[config.mk]
export PLATFORM = sky130hd
export DESIGN_NAME = xfill_pattern_driver
export DESIGN_NICKNAME = d
export VERILOG_FILES = /design/src/rtl/xfill_pattern_driver.sv
export SDC_FILE = /design/constraint.sdc
export NUM_CORES = 1
export LEC_CHECK = 0
export ABC_AREA = 1
export BUFFER_PORTS_ARGS = -buffer_cell sky130_fd_sc_hd__buf_2
export CAP_MARGIN = 40
export CELL_PAD_IN_SITES_DETAIL_PLACEMENT = 0
export CELL_PAD_IN_SITES_GLOBAL_PLACEMENT = 1
export CORE_MARGIN = 4
export CORE_UTILIZATION = 41
export DETAILED_ROUTE_END_ITERATION = 6
export PLACE_DENSITY = 0.82
export SLEW_MARGIN = 20
export SYNTH_ARGS = -nofsm -noshare
export SYNTH_HDL_FRONTEND = slang
export SYNTH_SLANG_ARGS = --single-unit
[constraint.sdc]
create_clock -name clk -period 9.3 [get_ports clk]
set_input_delay 0.93 -clock clk [delete_from_list [all_inputs] [get_ports clk]]
set_output_delay 0.93 -clock clk [all_outputs]
set_load 0.05 [all_outputs]
[src/rtl/xfill_pattern_driver.sv]
// rtl/xfill_pattern_driver.sv - applies don't-care-filled test vectors to an ALU and strobes its response
module xfill_pattern_driver #(
    parameter int unsigned SETTLE = 2
) (
    input  logic        clk,
    input  logic        rst,
    input  logic        in_valid,
    output logic        in_ready,
    input  logic [4:0]  in_value,
    input  logic [4:0]  in_care,
    input  logic [1:0]  in_xpct,
    input  logic [1:0]  in_mask,
    input  logic [1:0]  fill_mode,
    output logic [1:0]  ain,
    output logic [1:0]  bin,
    output logic        sel,
    input  logic [1:0]  zout,
    output logic        pat_done,
    output logic        pat_fail,
    output logic [15:0] pat_count,
    output logic [15:0] fail_count,
    output logic [15:0] toggle_count
);

    typedef enum logic [1:0] {
        IDLE   = 2'd0,
        APPLY  = 2'd1,
        STROBE = 2'd2
    } state_t;

    localparam logic [3:0] SETTLE_LAST = 4'(SETTLE - 1);

    state_t      state_q;
    logic [3:0]  settle_q;
    logic [4:0]  vec_q;
    logic [1:0]  xpct_q;
    logic [1:0]  mask_q;
    logic        done_q;
    logic        fail_q;
    logic [15:0] pat_count_q;
    logic [15:0] fail_count_q;
    logic [15:0] toggle_q;

    logic [4:0]  fill_d;
    logic [4:0]  diff_d;
    logic [2:0]  pop_d;
    logic [16:0] toggle_sum_d;
    logic [15:0] toggle_d;
    logic        miscompare_d;
    logic        accept_d;

    // Don't-care fill: adjacent-fill reuses the bit currently on the ALU inputs
    always_comb begin
        fill_d = '0;
        for (int i = 0; i < 5; i++) begin
            if (in_care[i]) begin
                fill_d[i] = in_value[i];
            end else begin
                case (fill_mode)
                    2'b01:   fill_d[i] = 1'b1;
                    2'b10:   fill_d[i] = vec_q[i];
                    default: fill_d[i] = 1'b0;
                endcase
            end
        end
    end

    // Transition count of the new vector against the one still applied, saturating
    always_comb begin
        diff_d = fill_d ^ vec_q;
        pop_d  = '0;
        for (int i = 0; i < 5; i++) begin
            pop_d = pop_d + {2'b00, diff_d[i]};
        end
        toggle_sum_d = {1'b0, toggle_q} + {14'd0, pop_d};
        toggle_d     = toggle_sum_d[16] ? 16'hFFFF : toggle_sum_d[15:0];
    end

    // Masked response compare; an unknown level on a compared bit is a miscompare
    always_comb begin
        miscompare_d = 1'b0;
        for (int i = 0; i < 2; i++) begin
            if (mask_q[i] && (zout[i] !== xpct_q[i])) begin
                miscompare_d = 1'b1;
            end
        end
    end

    assign accept_d = in_valid && (state_q == IDLE);

    // Pattern sequencer: accept, hold for SETTLE cycles, strobe, report
    always_ff @(posedge clk) begin
        if (rst) begin
            state_q      <= IDLE;
            settle_q     <= '0;
            vec_q        <= '0;
            xpct_q       <= '0;
            mask_q       <= '0;
            done_q       <= 1'b0;
            fail_q       <= 1'b0;
            pat_count_q  <= '0;
            fail_count_q <= '0;
            toggle_q     <= '0;
        end else begin
            done_q <= 1'b0;
            fail_q <= 1'b0;
            case (state_q)
                IDLE: begin
                    if (accept_d) begin
                        vec_q    <= fill_d;
                        xpct_q   <= in_xpct;
                        mask_q   <= in_mask;
                        toggle_q <= toggle_d;
                        settle_q <= '0;
                        state_q  <= APPLY;
                    end
                end
                APPLY: begin
                    if (settle_q == SETTLE_LAST) begin
                        state_q <= STROBE;
                    end else begin
                        settle_q <= settle_q + 4'd1;
                    end
                end
                STROBE: begin
                    done_q  <= 1'b1;
                    fail_q  <= miscompare_d;
                    state_q <= IDLE;
                    if (pat_count_q != 16'hFFFF) begin
                        pat_count_q <= pat_count_q + 16'd1;
                    end
                    if (miscompare_d && (fail_count_q != 16'hFFFF)) begin
                        fail_count_q <= fail_count_q + 16'd1;
                    end
                end
                default: begin
                    state_q <= IDLE;
                end
            endcase
        end
    end

    assign in_ready     = (state_q == IDLE);
    assign ain          = vec_q[4:3];
    assign bin          = vec_q[2:1];
    assign sel          = vec_q[0];
    assign pat_done     = done_q;
    assign pat_fail     = fail_q;
    assign pat_count    = pat_count_q;
    assign fail_count   = fail_count_q;
    assign toggle_count = toggle_q;

endmodule

# Yosys cells after proc, flatten, opt, wreduce, memory -nomap -nowiden
# Cells that the tools add are included.
# W data, S select, Z words.
[totals] register_bits=65 input_bits=21 out_inout_bits=56 elab_cells=64
[classes] add_sub_neg=8 eq_ne=12 n_mux=20 bitwise=2 n_reduce_logical=12
[op_table] cell="$add A16 B1 Y16 const B" n=2
[op_table] cell="$ne A16 B16 Y1 const B" n=2
[op_table] cell="$add A16 B3 Y17" n=1
[op_table] cell="$mux W16" n=1
[op_table] cell="$pmux W1 S2" n=5
[op_table] cell="$mux W1" n=8
[op_table] cell="$mux W4" n=2
[op_table] cell="$pmux W4 S2" n=1
[op_table] cell="$reduce_and A2 Y1" n=4
[op_table] cell="$add A3 B1 Y3" n=2
[op_table] cell="$xor A5 B5 Y5" n=1
[op_table] cell="$add A4 B1 Y4 const B" n=1
[op_table] cell="$eq A2 B1 Y1 const B" n=2
[op_table] cell="$eq A2 B2 Y1 const B" n=2
[op_table] cell="$eq A4 B1 Y1 const B" n=1
[op_table] cell="$logic_and A1 B1 Y1" n=4
[op_table] cell="$mux W2" n=2
[op_table] cell="$ne A2 B2 Y1 const B" n=2
[op_table] cell="$pmux W2 S2" n=1
[op_table] cell="$add A2 B1 Y3" n=1
[op_table] cell="$reduce_and A3 Y1" n=1
[op_table] cell="$add A1 B1 Y2" n=1
[op_table] cell="$logic_not A2 Y1" n=1
[op_table] cell="$ne A2 B1 Y1 const B" n=1
[op_table] cell="4 further kinds" n=5

# Depth between registers and ports, before layout
[depth] depth_word=10 mapped_depth=19 mapped_depth_nobuf=19

# Least setup slack after synthesis
# Ideal clock, no wire load.
[synth_timing] path_type="input port to flip-flop" startpoint="input fill_mode[0]" endpoint="register toggle_q[15], in the netlist toggle_count[15]" setup_time_ns=0.128 arrival_ns=4.113 required_time_ns=9.172 setup_slack_ns=5.060 path_stages=18 path_buffers=0 cell_sequence="inv_1 > ha_1 > o31ai_1 > xor2_1 > fa_1 > inv_1 > fa_1 > inv_1 > ha_1 > fa_1 > nand2_1 > nand2_1 > nand3_1 > nor2_4 > nand4_2 > nand2_1 > nor2_1 > nor2_1"
[synth_via] elab_chain_cells=10 elab_cells_between_ends=19
[synth_rtl] item="from (decl)" line="13" source="input logic [1:0] fill_mode,"
[synth_rtl] item="$eq A2 B2 Y1 or $eq A2 B1 Y1 (tied branches)" line="59" source="case (fill_mode)"
[synth_rtl] item="$pmux W1 S2" line="59"
[synth_rtl] item="$mux W1" line="56" source="if (in_care[i]) begin"
[synth_rtl] item="$xor A5 B5 Y5 (*)" line="70" source="diff_d = fill_d ^ vec_q;"
[synth_rtl] item="$add A1 B1 Y2" line="73" source="pop_d = pop_d + {2'b00, diff_d[i]};"
[synth_rtl] item="$add A2 B1 Y3" line="73"
[synth_rtl] item="$add A3 B1 Y3" line="73"
[synth_rtl] item="$add A3 B1 Y3 (*)" line="73"
[synth_rtl] item="$add A16 B3 Y17 (*)" line="75" source="toggle_sum_d = {1'b0, toggle_q} + {14'd0, pop_d};"
[synth_rtl] item="$mux W16 (*)" line="76" source="toggle_d = toggle_sum_d[16] ? 16'hFFFF : toggle_sum_d[15:0];"
[synth_rtl] item="to (signal assigned)" line="113" source="toggle_q <= toggle_d;"
[synth_rtl] item="to (decl)" line="42" source="logic [15:0] toggle_q;"
# Every way passes the cells marked *; elsewhere a longest branch is shown, timed or not.
# A chain may end at the register's enable or synchronous reset.

# Final worst setup path
# Same ends and word-level chain as after synthesis.

==> metrics.csv <==
stage,metric,value,unit
timing,Setup Viol. Count Final,0,
power,sw frac,29.1,%
worst_setup_path,CP Data Required Time,9.50,ns
clock_network,Post-CTS Hold Buffers,0,
power,Power Internal,0.450,mW
worst_setup_path,Setup crit start kind,input pin,
clock_network,clock latency on the worst-skew pair,0.34,ns
global_route,initial antenna violation count,0,
layout,fin area,4300,sq um
die,die height,102,microns
die,core area,8680,sq um
routing,DR vias,3610,
routing,routed len/inst,12.3,microns
power,combinational share of power,16.0,%
worst_setup_path,Crit Path Class,in2reg,
logic_synthesis,number of flops mapped to enable cells by yosys,0,
layout,FILL cells,917,
timing,FMAX,234,MHz
logic_synthesis,Ys Warns,0,
clock_network,Post-CTS Repair Setup Buffers,0,
die,initial core utilization,42.0,%
timing,worst slew pin tran,0.711,ns
layout,"commonest non-fill, non-tap cell in the layout",nand2_1,
power,PD cells,148,nW/um^2
timing,total negative slack,0,ns
logic_synthesis,top_reg_cell synth,dfxtp_1,
logic_synthesis,Synth Cell Area,3650,sq um
global_route,number of global-route vias before repair,3286,
global_route,first-pass GRT wire length,15200,microns
placed_design,RePlAce Congestion,0.829,
power,Flop pwr share,46.1,%
clock_network,CTS max path bufs,2,
global_route,total gr overflow,0,
die,Die X-Extent,102,microns
timing,worst clock skew,0.0140,ns
worst_setup_path,CP arrival,4.47,ns
timing,Final min period,4.27,ns
run_status,status,"complete, no violations",
layout,Final nets,648,
global_route,Total GRT Usage,17.9,%
timing,"Slew Viols, Final",0,
routing,DR DRC count,0,
clock_network,clock root cell,clkbuf_8,
clock_network,clock transition at the registers of the reported paths,0.07,ns
layout,area growth from synthesis to layout,18.1,%
clock_network,CTS resizes,0,
routing,Initial DRT Pass Iterations,5,
worst_setup_path,CP max FO,10,
placed_design,IO buf count,76,
clock_network,CTS buffer count,9,
clock_network,H-tree level count,3,
layout,"commonest non-fill, non-tap cells in the layout","145 x nand2_1, 76 x buf_2, 70 x nor2_1",
die,std cell rows,34,
job,max-cap violations,0,
global_route,largest net degree at the start of global routing,36,
power,Pleak,1.93,nW
die,Die ar.,10500,sq um
layout,layout cells sized above 1,17.4,%
hold_path,worst min path class,reg2reg,
clock_network,TritonCTS Sinks,65,
power,switching power,0.185,mW
worst_setup_path,Setup crit end kind,flop,
logic_synthesis,Mapped Cells,538,
routing,DRT Wirelength,8940,microns
timing,final count of hold timing violations,0,
timing,RSZ-0062 raised after global routing,no,
placed_design,Post-Place Cell Area,4100,sq um
placed_design,HPWL after DPL,6530,microns
timing,Tcrit/Tclk final,45.9,%
die,# IOs,77,
routing,final antenna-violating net count,0,
clock_network,CTS tree,done,
power,Clk network pwr share,37.9,%
logic_synthesis,#FFs+latches synth,65,
routing,initial drt markers,143,
logic_synthesis,Syn Area/Cell,6.78,sq um
logic_synthesis,Post-Syn Nets,572,
timing,Rel. slew slack,52.6,%
logic_synthesis,post-synthesis sequential area ratio,35.7,%
routing,drt via density,4.97,
logic_synthesis,ys async rst share,0,%
layout,ANT cells,0,
power,Peak VDD IR,0.0782,mV
logic_synthesis,post-synth cell types,33,
==> registers in the layout (all words and copies together), names as in the netlist <==
register	count
fail_count	16
mask_q	2
pat_count	16
pat_done	1
pat_fail	1
settle_q	4
state_q	2
toggle_count	16
vec_q	5
xpct_q	2
==> final timing paths <==
check	from	to	slack, ns	depth (start not counted)
worst min-delay path	mask_q[0]	mask_q[0]	0.49	2
worst max-delay path	fill_mode[0]	toggle_count[15]	5.03	19
worst max register to register	vec_q[0]	toggle_count[15]	5.68	17
worst min register to register	mask_q[0]	mask_q[0]	0.49	2
==> area by class of cell <==
type | instances | area, sq um | area share [%]
clock buffer | 13 | 149 | 3.46
clock inverter | 3 | 40.0 | 0.930
inverter | 62 | 233 | 5.41
multi-input combinational | 398 | 2040 | 47.4
sequential | 65 | 1300 | 30.2
tap | 108 | 135 | 3.14
timing repair buffer | 78 | 407 | 9.45
==> stage by stage <==
stage | power, mW | util (%) | setup slack, ns | hold slack, ns | instances
6_report | 0.635 | 49.6 | 5.03 | 0.489 | 727
5_1_grt | 0.668 | 49.6 | 4.66 | 0.525 | 727
4_1_cts | 0.643 | 49.5 | 5.02 | 0.493 | 726
3_5_place_dp | 0.401 | 47.3 | 4.66 | 0.481 | 710
3_3_place_gp | 0.400 | 47.1 | 4.75 | 0.465 | 709
2_1_floorplan | 0.377 | - | 5.06 | 0.456 | 538
==> critical path, stage by stage <==
cell and delay (ns):
buf_2 0.09, inv_1 0.04, ha_1 0.35, o31ai_1 0.39, xor2_1 0.15, fa_1 0.52
inv_1 0.05, fa_1 0.52, inv_1 0.04, ha_1 0.22, fa_1 0.41, nand2_1 0.09
nand2_1 0.06, nand3_1 0.13, nor2_4 0.07, nand4_2 0.20, nand2_1 0.08, nor2_1 0.08
nor2_1 0.04
==> cell families after synthesis <==
family	share of synthesized area [%]
AO/OA/AOI/OAI	11.2
adder cells (fa/ha/maj)	5.08
flip-flops	35.7
buffers and inverters	8.37
AND/OR/NAND/NOR	33.4
XOR/XNOR	6.25
==> metal layers <==
layer / routed length, microns / share of wire [%] / global-route usage, % / vias up
li1: - / - / - / 1874
met1: 4320 / 48 / 24.5 / 1641
met2: 4070 / 46 / 28.3 / 83
met3: 435 / 4.9 / 3.07 / 12
met4: 111 / 1.2 / 6.26 / 0
met5: 0 / 0 / 0 / -
==> cell usage after synthesis, types with 2 or more instances <==
cell type | count | area [sq um]
nand4_1 | 9 | 56.3
clkbuf_1 | 7 | 26.3
xor2_1 | 20 | 175
nor2_1 | 70 | 263
ha_1 | 10 | 125
inv_2 | 2 | 7.51
a31oi_1 | 2 | 12.5
xnor2_1 | 6 | 52.6
inv_1 | 60 | 225
buf_2 | 4 | 20.0
nand2_2 | 2 | 12.5
nand3b_1 | 3 | 22.5
nand2_1 | 145 | 544
a21oi_1 | 43 | 215
fa_1 | 3 | 60.1
dfxtp_1 | 65 | 1300
nand3_1 | 28 | 140
o31ai_1 | 6 | 45.0
nand3_2 | 2 | 20.0
nor3_1 | 14 | 70.1
nor2_2 | 4 | 25.0
o21ai_0 | 22 | 110
==> power groups by stage <==
stage          registers (mW)  clock network [mW]  logic (mW)
6_report                0.293               0.241       0.101
5_1_grt                 0.294               0.258       0.117
4_1_cts                 0.293               0.247       0.103
3_5_place_dp            0.299                   0       0.102
3_3_place_gp            0.299                   0       0.101
2_1_floorplan           0.315                   0      0.0613
No activity file was read; power rests on OpenSTA's default activity.
